==> src/rtl/gcode_cmd_serializer.sv <==
// gcode_cmd_serializer
// Queues G-code commands {cmd, x, y} in a small FIFO and serialises each one
// as a frame of WORD_W-bit words: cmd words, then x words, then y words.
// Each field is sent least-significant word first, and the top word of each
// field is zero-padded.
// Optional feature macro: GCODE_CMD_SER_CHECKSUM_EN appends one extra word to
// every frame. That word is the XOR of all the words before it in the frame.
module gcode_cmd_serializer #(
  parameter int CMD_W  = 5,
  parameter int VAL_W  = 14,
  parameter int WORD_W = 4,
  parameter int DEPTH  = 4
) (
  input  logic              i_clk,
  input  logic              i_rst_n,
  input  logic              i_in_valid,
  output logic              o_in_ready,
  input  logic [CMD_W-1:0]  i_cmd,
  input  logic [VAL_W-1:0]  i_x_value,
  input  logic [VAL_W-1:0]  i_y_value,
  input  logic              i_ctrl_ready,
  output logic              o_word_valid,
  input  logic              i_word_ready,
  output logic [WORD_W-1:0] o_word_data,
  output logic              o_word_last,
  output logic              o_busy,
  output logic [7:0]        o_frame_cnt
);

  localparam int NC = (CMD_W + WORD_W - 1) / WORD_W;
  localparam int NV = (VAL_W + WORD_W - 1) / WORD_W;
`ifdef GCODE_CMD_SER_CHECKSUM_EN
  localparam int NW = NC + 2 * NV + 1;
`else
  localparam int NW = NC + 2 * NV;
`endif
  localparam int ENT_W = CMD_W + 2 * VAL_W;
  localparam int SH_W  = NW * WORD_W;
  localparam int PW    = $clog2(DEPTH);
  localparam int IW    = $clog2(NW + 1);

  typedef enum logic [1:0] {IDLE, LOAD, SEND} state_t;

  state_t            r_state;
  state_t            w_next;
  logic [ENT_W-1:0]  r_mem [DEPTH];
  logic [PW-1:0]     r_wr_ptr;
  logic [PW-1:0]     r_rd_ptr;
  logic [PW:0]       r_count;
  logic              r_rdy_en;
  logic [SH_W-1:0]   r_shift;
  logic [IW-1:0]     r_idx;
  logic [7:0]        r_frame_cnt;

  logic              w_push;
  logic              w_pop;
  logic              w_hs;
  logic              w_last;
  logic              w_has_frame;
  logic [ENT_W-1:0]  w_head;
  logic [SH_W-1:0]   w_frame;
`ifdef GCODE_CMD_SER_CHECKSUM_EN
  logic [WORD_W-1:0] w_sum;
`endif

  // in_ready stays low through reset, and for the cycle in which reset is released.
  assign o_in_ready   = r_rdy_en & (r_count != (PW+1)'(DEPTH));
  assign w_push       = i_in_valid & o_in_ready;
  assign w_pop        = (r_state == LOAD);
  assign w_has_frame  = (r_count != '0) & i_ctrl_ready;
  assign o_word_valid = (r_state == SEND);
  assign w_last       = (r_idx == IW'(NW - 1));
  assign w_hs         = o_word_valid & i_word_ready;
  assign o_word_last  = o_word_valid & w_last;
  assign o_word_data  = o_word_valid ? r_shift[WORD_W-1:0] : '0;
  assign o_busy       = (r_state != IDLE) | (r_count != '0);
  assign o_frame_cnt  = r_frame_cnt;
  assign w_head       = r_mem[r_rd_ptr];

  // Lay the FIFO head out as a word-aligned, zero-padded frame (plus checksum when enabled).
  always_comb begin
    w_frame = '0;
    w_frame[CMD_W-1:0] = w_head[ENT_W-1 -: CMD_W];
    w_frame[NC*WORD_W +: VAL_W] = w_head[2*VAL_W-1 -: VAL_W];
    w_frame[(NC+NV)*WORD_W +: VAL_W] = w_head[VAL_W-1:0];
`ifdef GCODE_CMD_SER_CHECKSUM_EN
    w_sum = '0;
    for (int k = 0; k < NW - 1; k++) begin
      w_sum = w_sum ^ w_frame[k*WORD_W +: WORD_W];
    end
    w_frame[(NW-1)*WORD_W +: WORD_W] = w_sum;
`endif
  end

  // FIFO storage needs no reset: the count and pointers decide what is valid.
  always_ff @(posedge i_clk) begin
    if (w_push) r_mem[r_wr_ptr] <= {i_cmd, i_x_value, i_y_value};
  end

  // FIFO pointers and occupancy. Pointers wrap naturally because DEPTH is a power of two.
  always_ff @(posedge i_clk or negedge i_rst_n) begin
    if (!i_rst_n) begin
      r_wr_ptr <= '0;
      r_rd_ptr <= '0;
      r_count  <= '0;
      r_rdy_en <= 1'b0;
    end else begin
      r_rdy_en <= 1'b1;
      if (w_push) r_wr_ptr <= r_wr_ptr + 1'b1;
      if (w_pop)  r_rd_ptr <= r_rd_ptr + 1'b1;
      if (w_push && !w_pop)      r_count <= r_count + 1'b1;
      else if (!w_push && w_pop) r_count <= r_count - 1'b1;
    end
  end

  // State register.
  always_ff @(posedge i_clk or negedge i_rst_n) begin
    if (!i_rst_n) r_state <= IDLE;
    else          r_state <= w_next;
  end

  // Next-state logic. ctrl_ready is looked at only when deciding whether to start a frame.
  always_comb begin
    w_next = r_state;
    case (r_state)
      IDLE:    if (w_has_frame) w_next = LOAD;
      LOAD:    w_next = SEND;
      SEND:    if (w_hs && w_last) w_next = w_has_frame ? LOAD : IDLE;
      default: w_next = IDLE;
    endcase
  end

  // Frame shift register, word index and completed-frame counter.
  always_ff @(posedge i_clk or negedge i_rst_n) begin
    if (!i_rst_n) begin
      r_shift     <= '0;
      r_idx       <= '0;
      r_frame_cnt <= '0;
    end else if (r_state == LOAD) begin
      r_shift <= w_frame;
      r_idx   <= '0;
    end else if (w_hs) begin
      r_shift <= r_shift >> WORD_W;
      r_idx   <= r_idx + 1'b1;
      if (w_last) r_frame_cnt <= r_frame_cnt + 8'd1;
    end
  end

endmodule

==> config.mk <==
export PLATFORM = sky130hd
export DESIGN_NAME = gcode_cmd_serializer
export DESIGN_NICKNAME = d
export VERILOG_FILES = /design/src/rtl/gcode_cmd_serializer.sv
export SDC_FILE = /design/constraint.sdc
export NUM_CORES = 1
export LEC_CHECK = 0
export ABC_AREA = 1
export CAP_MARGIN = 20
export CORE_MARGIN = 2
export CORE_UTILIZATION = 34
export DETAILED_ROUTE_END_ITERATION = 16
export PLACE_DENSITY = 0.62
export SLEW_MARGIN = 30
export SYNTH_ARGS = -nofsm -noshare
export SYNTH_HDL_FRONTEND = slang
export SYNTH_SLANG_ARGS = --single-unit
==> constraint.sdc <==
create_clock -name i_clk -period 3.65 [get_ports i_clk]
set_input_delay 0.5475 -clock i_clk [delete_from_list [all_inputs] [get_ports i_clk]]
set_output_delay 0.5475 -clock i_clk [all_outputs]
set_load 0.03 [all_outputs]
==> run summary, run 1 <==
required time of the critical path -> 3.10 ns
n_diodes -> 0
DRT Wirelength -> 15300 um
post-synthesis cell count -> 694
Final Wtd Congestion -> 0.704
arrival time at the worst endpoint -> 1.95 ns
TritonCTS Buffers -> 17
net switching power -> 2360 uW
Period minus WS final -> 2.50 ns
run status -> completed
worst-path fanout max -> 7
multiplexer share of the synthesized area -> 0.00129
CP startpoint kind -> flop
FF+latch count, synth -> 192
cell count after placement -> 1010
CTS tree -> done
Worst Setup Path Type -> flop to output port
VDD IR max -> 425 uV
detailed router's first-iteration violation count -> 340
unrepaired setup endpoints after global routing -> false
CORE AREA -> 22500 sq um
Synth Area in Simple Gates -> 0.226
leakage power -> 0.00359 uW
Synthesized Nets -> 741
Synth Area in Compound Gates -> 0.00581
Tcrit/Tclk final -> 0.684
post-synthesis adder-cell area fraction -> 0.0155
Nets -> 791
Die X -> 155 um
Worst Setup SP -> r_state[1]
DR pass1 iterations -> 4
clock share of power -> 0.277
post-CTS resize count -> 0
Filler cells -> 2073
Starting Density -> 0.345
Slew headroom -> 0.497
postcts setup bufs -> 0
Crit Reg-Reg Startpoint -> r_count[0]
FP Rows -> 55
Min-Delay Path Class -> input port to async pin
die height -> 155 um
Skew-Pair Late Insertion Delay -> 0.43 ns
initial antenna violation count -> 0
dpl hpwl -> 8490 um
Longest Clk Path Bufs -> 2
Clock Pin Slew Worst Setup and Hold Paths -> 0.07 ns
DR vias/cell -> 4.71
Post-Syn Area -> 7750 sq um
max-slew violations -> 0
Gate power share -> 0.285
gr usage total -> 0.134
post-route clock skew -> 0.00967 ns
Residual DRC -> 0
post-route insts no fill -> 1042
Max H-tree Level -> 4
Post-DRT Antenna Nets -> 0
fmax -> 401 MHz
Tightest Pin Transition -> 0.754 ns
Int Pwr -> 4420 uW
post-synthesis sequential area ratio -> 0.705
Buffers on Ports -> 53
xor/xnor share of the synthesized area -> 0.0102
Synthesis Warnings -> 0
Area growth, synth to finish -> 18.5%
post-synth cell types -> 30
vias in the first global route -> 4801
final hold violation count -> 0
wire length per cell -> 14.7 um
CP endpoint kind -> output port
Congestion Overflow GR -> 0
Die Area -> 24000 sq um
IO Pins -> 54
first-pass GRT wire length -> 25000 um
total clock sinks -> 192
Reg power frac -> 0.438
Setup TNS Final -> 0 ns
largest net degree at the start of global routing -> 69
switching share of power -> 0.348
cell area power density -> 738 nW/um^2
largest family of logic cells by synthesized area -> simple AND/OR/NAND/NOR gates
post-cts hold buffer count -> 0
layout cell share with drive strength beyond 1 -> 0.0753
Synth Area per Inst -> 11.2 sq um
Final Setup Violations -> 0
total number of vias -> 4909
Root Driver -> clkbuf_16
max_cap viols -> 0
power groups by stage:
stage          clock (uW)  sequential (uW)  combinational (uW)
6_report             1880             2970                1930
5_1_grt              2020             3010                2210
4_1_cts              1930             2970                1970
3_5_place_dp            0             3010                1960
3_3_place_gp            0             3010                1930
2_1_floorplan           0             2980                1410
worst paths after layout:
check	end	slack (ns)	cells after the start
setup / recovery	o_word_last	1.15	3
hold / removal	r_idx[2]	0.10	1
setup reg to reg	r_count[1]	1.39	9
hold reg to reg	r_shift[6]	0.48	2
max in group asynchronous	r_count[0]	2.88	2
min in group i_clk	r_shift[6]	0.48	2
placed cells by master, fill, tap and decap left out, types with 2 or more instances in the layout:
cell / instances
o21ai_0: 4
inv_8: 4
inv_1: 23
xnor2_1: 4
dfrtp_1: 59
bufinv_16: 2
nand2_1: 249
o22ai_1: 2
clkdlybuf4s50_1: 52
ha_1: 8
clkinv_1: 2
clkinv_4: 4
clkbuf_16: 17
inv_2: 3
nor2_4: 5
buf_4: 12
nand3_1: 138
edfxtp_1: 132
xor2_1: 5
nor2_1: 14
inv_6: 2
clkinvlp_4: 2
synth_stat cells, drive strengths merged:
cell type / number / area share
mux2i: 1 / 0.0013
a21boi: 1 / 0.00097
edfxtp: 132 / 0.51
o22ai: 2 / 0.0016
inv: 27 / 0.013
nand4: 1 / 0.00081
nand2: 250 / 0.12
nand3b: 1 / 0.00097
dfrtp: 60 / 0.19
fa: 1 / 0.0026
nor2: 20 / 0.011
clkinv: 2 / 0.00097
nand3: 139 / 0.091
xor2: 5 / 0.0056
xnor2: 4 / 0.0045
a21oi: 1 / 0.00064
clkbuf: 15 / 0.0073
conb: 1 / 0.00048
ha: 8 / 0.013
o21ai: 4 / 0.0026
and2: 1 / 0.00081
buf: 18 / 0.014
cells by family (layout without fill, tap and decap cells):
logic type               after synthesis  in the layout
AO/OA/AOI/OAI                          8              8
XOR/XNOR                               9              9
adder cells (fa/ha/maj)                9              9
buffers and inverters                 62            125
flip-flops                           192            192
multiplexers                           1              1
other                                  1              1
AND/OR/NAND/NOR                      412            412
metal layers:
layer  vias up  part of all wire  track usage
li1       2438                 -            -
met3        17             0.039       0.0368
met4         0             0.012       0.0370
met1      2361              0.46        0.171
met5         -                 0            0
met2        93              0.49        0.226
per-stage QoR:
step           setup WS [ns]   util  hold WS (ns)  total power, uW  instance area, sq um
2_1_floorplan           1.07      -         0.252             4400                  7750
3_3_place_gp           0.995  0.381         0.457             4940                  8580
3_5_place_dp           0.961  0.382         0.459             4970                  8590
4_1_cts                 1.13  0.408         0.112             6870                  9190
5_1_grt                 1.00  0.408         0.121             7240                  9190
6_report                1.15  0.408         0.104             6780                  9190
state kept, by name, indices dropped and copies added, names as in the netlist:
signal / count
r_rdy_en: 1
r_idx: 4
r_state: 2
r_shift: 38
r_count: 3
o_frame_cnt: 8
r_rd_ptr: 2
r_wr_ptr: 2
r_mem: 132
area by class of cell:
type | instances | area (sq um) | share of cell area
well taps | 285 | 357 | 0.0388
multi-input cells | 440 | 2040 | 0.222
inverters | 29 | 111 | 0.0121
repair buffers | 64 | 611 | 0.0664
flip-flops and latches | 192 | 5470 | 0.595
clock inverters | 15 | 178 | 0.0193
clock buffers | 17 | 425 | 0.0463
worst max-delay path, cell delays in order (launching register included):
cell,delay [ns]
dfrtp_1,0.48
nand2_1,0.21
nor2_1,0.15
clkdlybuf4s50_1,0.68
Power figures use the tool's default switching activity.
==> inputs of run 2 (changes only) <==
clock period = 2.45 ns   (was 3.65 ns; I/O delays follow)
==> run 2 against run 1 <==
  * Sequential share of layout area shrank 0.71 points
  * Final area grew 1.2%
  * Via count grew 1.4%
  * First-iteration DRC count grew 4.1%
==> run summary, run 2 (synthesis results as in run 1) <==
detailed router's first-iteration violation count -> 354 (was 340)
CP startpoint kind -> flop (unchanged)
Skew-Pair Late Insertion Delay -> 0.43 ns (about the same)
initial antenna violation count -> 0 (unchanged)
first-pass GRT wire length -> 25800 um (was 25000 um)
WP buf/inv -> 2 (was 1)
arrival time at the worst endpoint -> 1.93 ns (was 1.95 ns)
Die X -> 155 um (unchanged)
gr usage total -> 0.138 (was 0.134)
vias in the first global route -> 4922 (was 4801)
min setup slack post-route -> 0.150 ns (was 1.15 ns)
cell count after placement -> 1016 (was 1010)
Tcrit/Tclk final -> 0.939
max-slew violations -> 0 (unchanged)
leakage power -> 0.00364 uW (was 0.00359 uW)
Post-DRT Antenna Nets -> 0 (unchanged)
Reg power frac -> 0.435 (was 0.438)
Period minus WS final -> 2.30 ns
post-CTS resize count -> 0 (unchanged)
post-cts hold buffer count -> 1 (was 0)
most common cell after layout, fill and taps aside -> nand2_1 (unchanged)
Final Wtd Congestion -> 0.723 (was 0.704)
Reg-to-Reg End -> r_count[1] (unchanged)
Multi-input gate area -> 2040 sq um (unchanged)
largest net degree at the start of global routing -> 43 (was 69)
Buffers on Ports -> 53 (unchanged)
Worst R2R Setup Slack -> 0.61 ns (was 1.39 ns)
Tightest Pin Transition -> 0.625 ns (was 0.754 ns)
Longest Clk Path Bufs -> 2 (unchanged)
clock share of power -> 0.268 (was 0.277)
required time of the critical path -> 2.08 ns (was 3.10 ns)
Nets -> 798 (was 791)
Slew headroom -> 0.583 (was 0.497)
fmax -> 435 MHz
CORE AREA -> 22500 sq um (unchanged)
cell area power density -> 1090 nW/um^2 (was 738 nW/um^2)
Final Setup Violations -> 0 (unchanged)
Worst path depth -> 5 (was 3)
total clock sinks -> 192 (unchanged)
CP endpoint kind -> output port (unchanged)
Filler cells -> 2110 (was 2073)
dominant delay contributor by cell family on the critical path -> buffers and inverters (unchanged)
run status -> completed (unchanged)
Root Driver -> clkbuf_16 (unchanged)
worst slack at placement -> 0.379 ns (was 0.961 ns)
unrepaired setup endpoints after global routing -> false (unchanged)
Congestion Overflow GR -> 0 (unchanged)
n_diodes -> 0 (unchanged)
switching share of power -> 0.352 (was 0.348)
total number of vias -> 4978 (was 4909)
Gate power share -> 0.297 (was 0.285)
Worst Setup Path Type -> flop to output port (unchanged)
net switching power -> 3580 uW (was 2360 uW)
Max H-tree Level -> 4 (unchanged)
post-route clock skew -> 0.00946 ns (was 0.00967 ns)
wire length per cell -> 15.0 um (was 14.7 um)
max_cap viols -> 0 (unchanged)
Residual DRC -> 0 (unchanged)
max FFs per register -> 132 (unchanged)
die height -> 155 um (unchanged)
crit path capture -> o_word_last (unchanged)
DRT Wirelength -> 15700 um (was 15300 um)
Area growth, synth to finish -> 20.0% (was 18.5%)
Crit Reg-Reg Startpoint -> r_count[0] (unchanged)
layout cell share with drive strength beyond 1 -> 0.0812 (was 0.0753)
CTS tree -> done (unchanged)
VDD IR max -> 611 uV (was 425 uV)
sequential standard cell area -> 5470 sq um (unchanged)
worst-path fanout max -> 3 (was 7)
post-layout util -> 0.413 (was 0.408)
post-route insts no fill -> 1049 (was 1042)
CP peak stage delay -> 0.68 ns (about the same)
DR pass1 iterations -> 7 (was 4)
Clock Pin Slew Worst Setup and Hold Paths -> 0.07 ns (about the same)
dpl hpwl -> 8880 um (was 8490 um)
final hold violation count -> 0 (unchanged)
R2R cell count -> 9 (unchanged)
most frequent cells in the layout -> 249 x nand2_1, 138 x nand3_1, 132 x edfxtp_1 (unchanged)
DR vias/cell -> 4.75 (was 4.71)
Biggest register -> r_mem (unchanged)
TritonCTS Buffers -> 17 (unchanged)
IO Pins -> 54 (unchanged)
Worst Setup SP -> r_idx[1] (was r_state[1])
FP Rows -> 55 (unchanged)
Starting Density -> 0.345 (unchanged)
Die Area -> 24000 sq um (unchanged)
Min-Delay Path Class -> flop to flop (was input port to async pin)
Int Pwr -> 6580 uW (was 4420 uW)
CP cell instances -> inv_1, ha_1, nand3_1, nor2_1, clkdlybuf4s50_1 (was nand2_1, nor2_1, clkdlybuf4s50_1)
postcts setup bufs -> 0 (unchanged)
Slowest cell on crit path -> clkdlybuf4s50_1 (unchanged)
-- run 2: changes by cell type in the layout (fill, tap and decap cells not counted) --
cell,delta
clkinv_4,-3
clkinv_8,+1
bufinv_16,-1
inv_2,+1
buf_2,+1
clkinvlp_4,+1
dlygate4sd3_1,+1
buf_12,+7
clkinv_2,+1
inv_8,-1
inv_4,-1
clkinv_1,+1
buf_4,-2
inv_6,+1
-- run 2: power groups by stage --
stage	Combinational (uW)	Clock [uW]	Sequential [uW]
detailed placement	3060	0	4480
global placement	3010	0	4470
floorplan	2100	0	4440
global route	3440	2890	4500
CTS	3070	2770	4420
finish	3010	2720	4420
-- run 2: metrics by stage --
step | setup TNS [ns] | hold WS, ns | cell area [sq um] | total power (uW)
4_1_cts | 0 | 0.480 | 9300 | 10300
3_3_place_gp | 0 | 0.421 | 8710 | 7480
6_report | 0 | 0.478 | 9300 | 10200
3_5_place_dp | 0 | 0.420 | 8710 | 7530
2_1_floorplan | -13.15 | 0.0719 | 7750 | 6550
5_1_grt | 0 | 0.498 | 9300 | 10800
-- run 2: cell type report --
class                      instances  share of cell area
clock buffer                      17              0.0457
clock inverter                    15              0.0163
inverter                          29              0.0117
multi-input combinational        440               0.220
sequential                       192               0.588
tap                              285              0.0383
timing repair buffer              71              0.0807
-- run 2: layer usage --
| metal | GRT usage | routed length [um] | vias up |
|---|---|---|---|
| li1 | - | - | 2442 |
| met1 | 0.179 | 7250 | 2428 |
| met3 | 0.0306 | 631 | 13 |
| met2 | 0.234 | 7640 | 95 |
| met4 | 0.0410 | 199 | 0 |
| met5 | 0 | 0 | - |
-- run 2: worst min-delay path: stages (launching register included) --
cell	delay (ns)
dfrtp_1	0.35
nand2_1	0.05
nand2_1	0.05
-- run 2: worst min-delay path by stage --
stage                     slack, ns          from  depth (start not counted)        endpoint
after floorplan                0.07       i_rst_n                          0  o_frame_cnt[0]
after detailed placement       0.42       i_rst_n                          1        r_rdy_en
after global routing           0.50   r_shift[23]                          2     r_shift[23]
final                          0.48    r_shift[7]                          2      r_shift[7]
after global placement         0.42       i_rst_n                          1        r_rdy_en
after CTS                      0.48  i_ctrl_ready                          3      r_state[0]
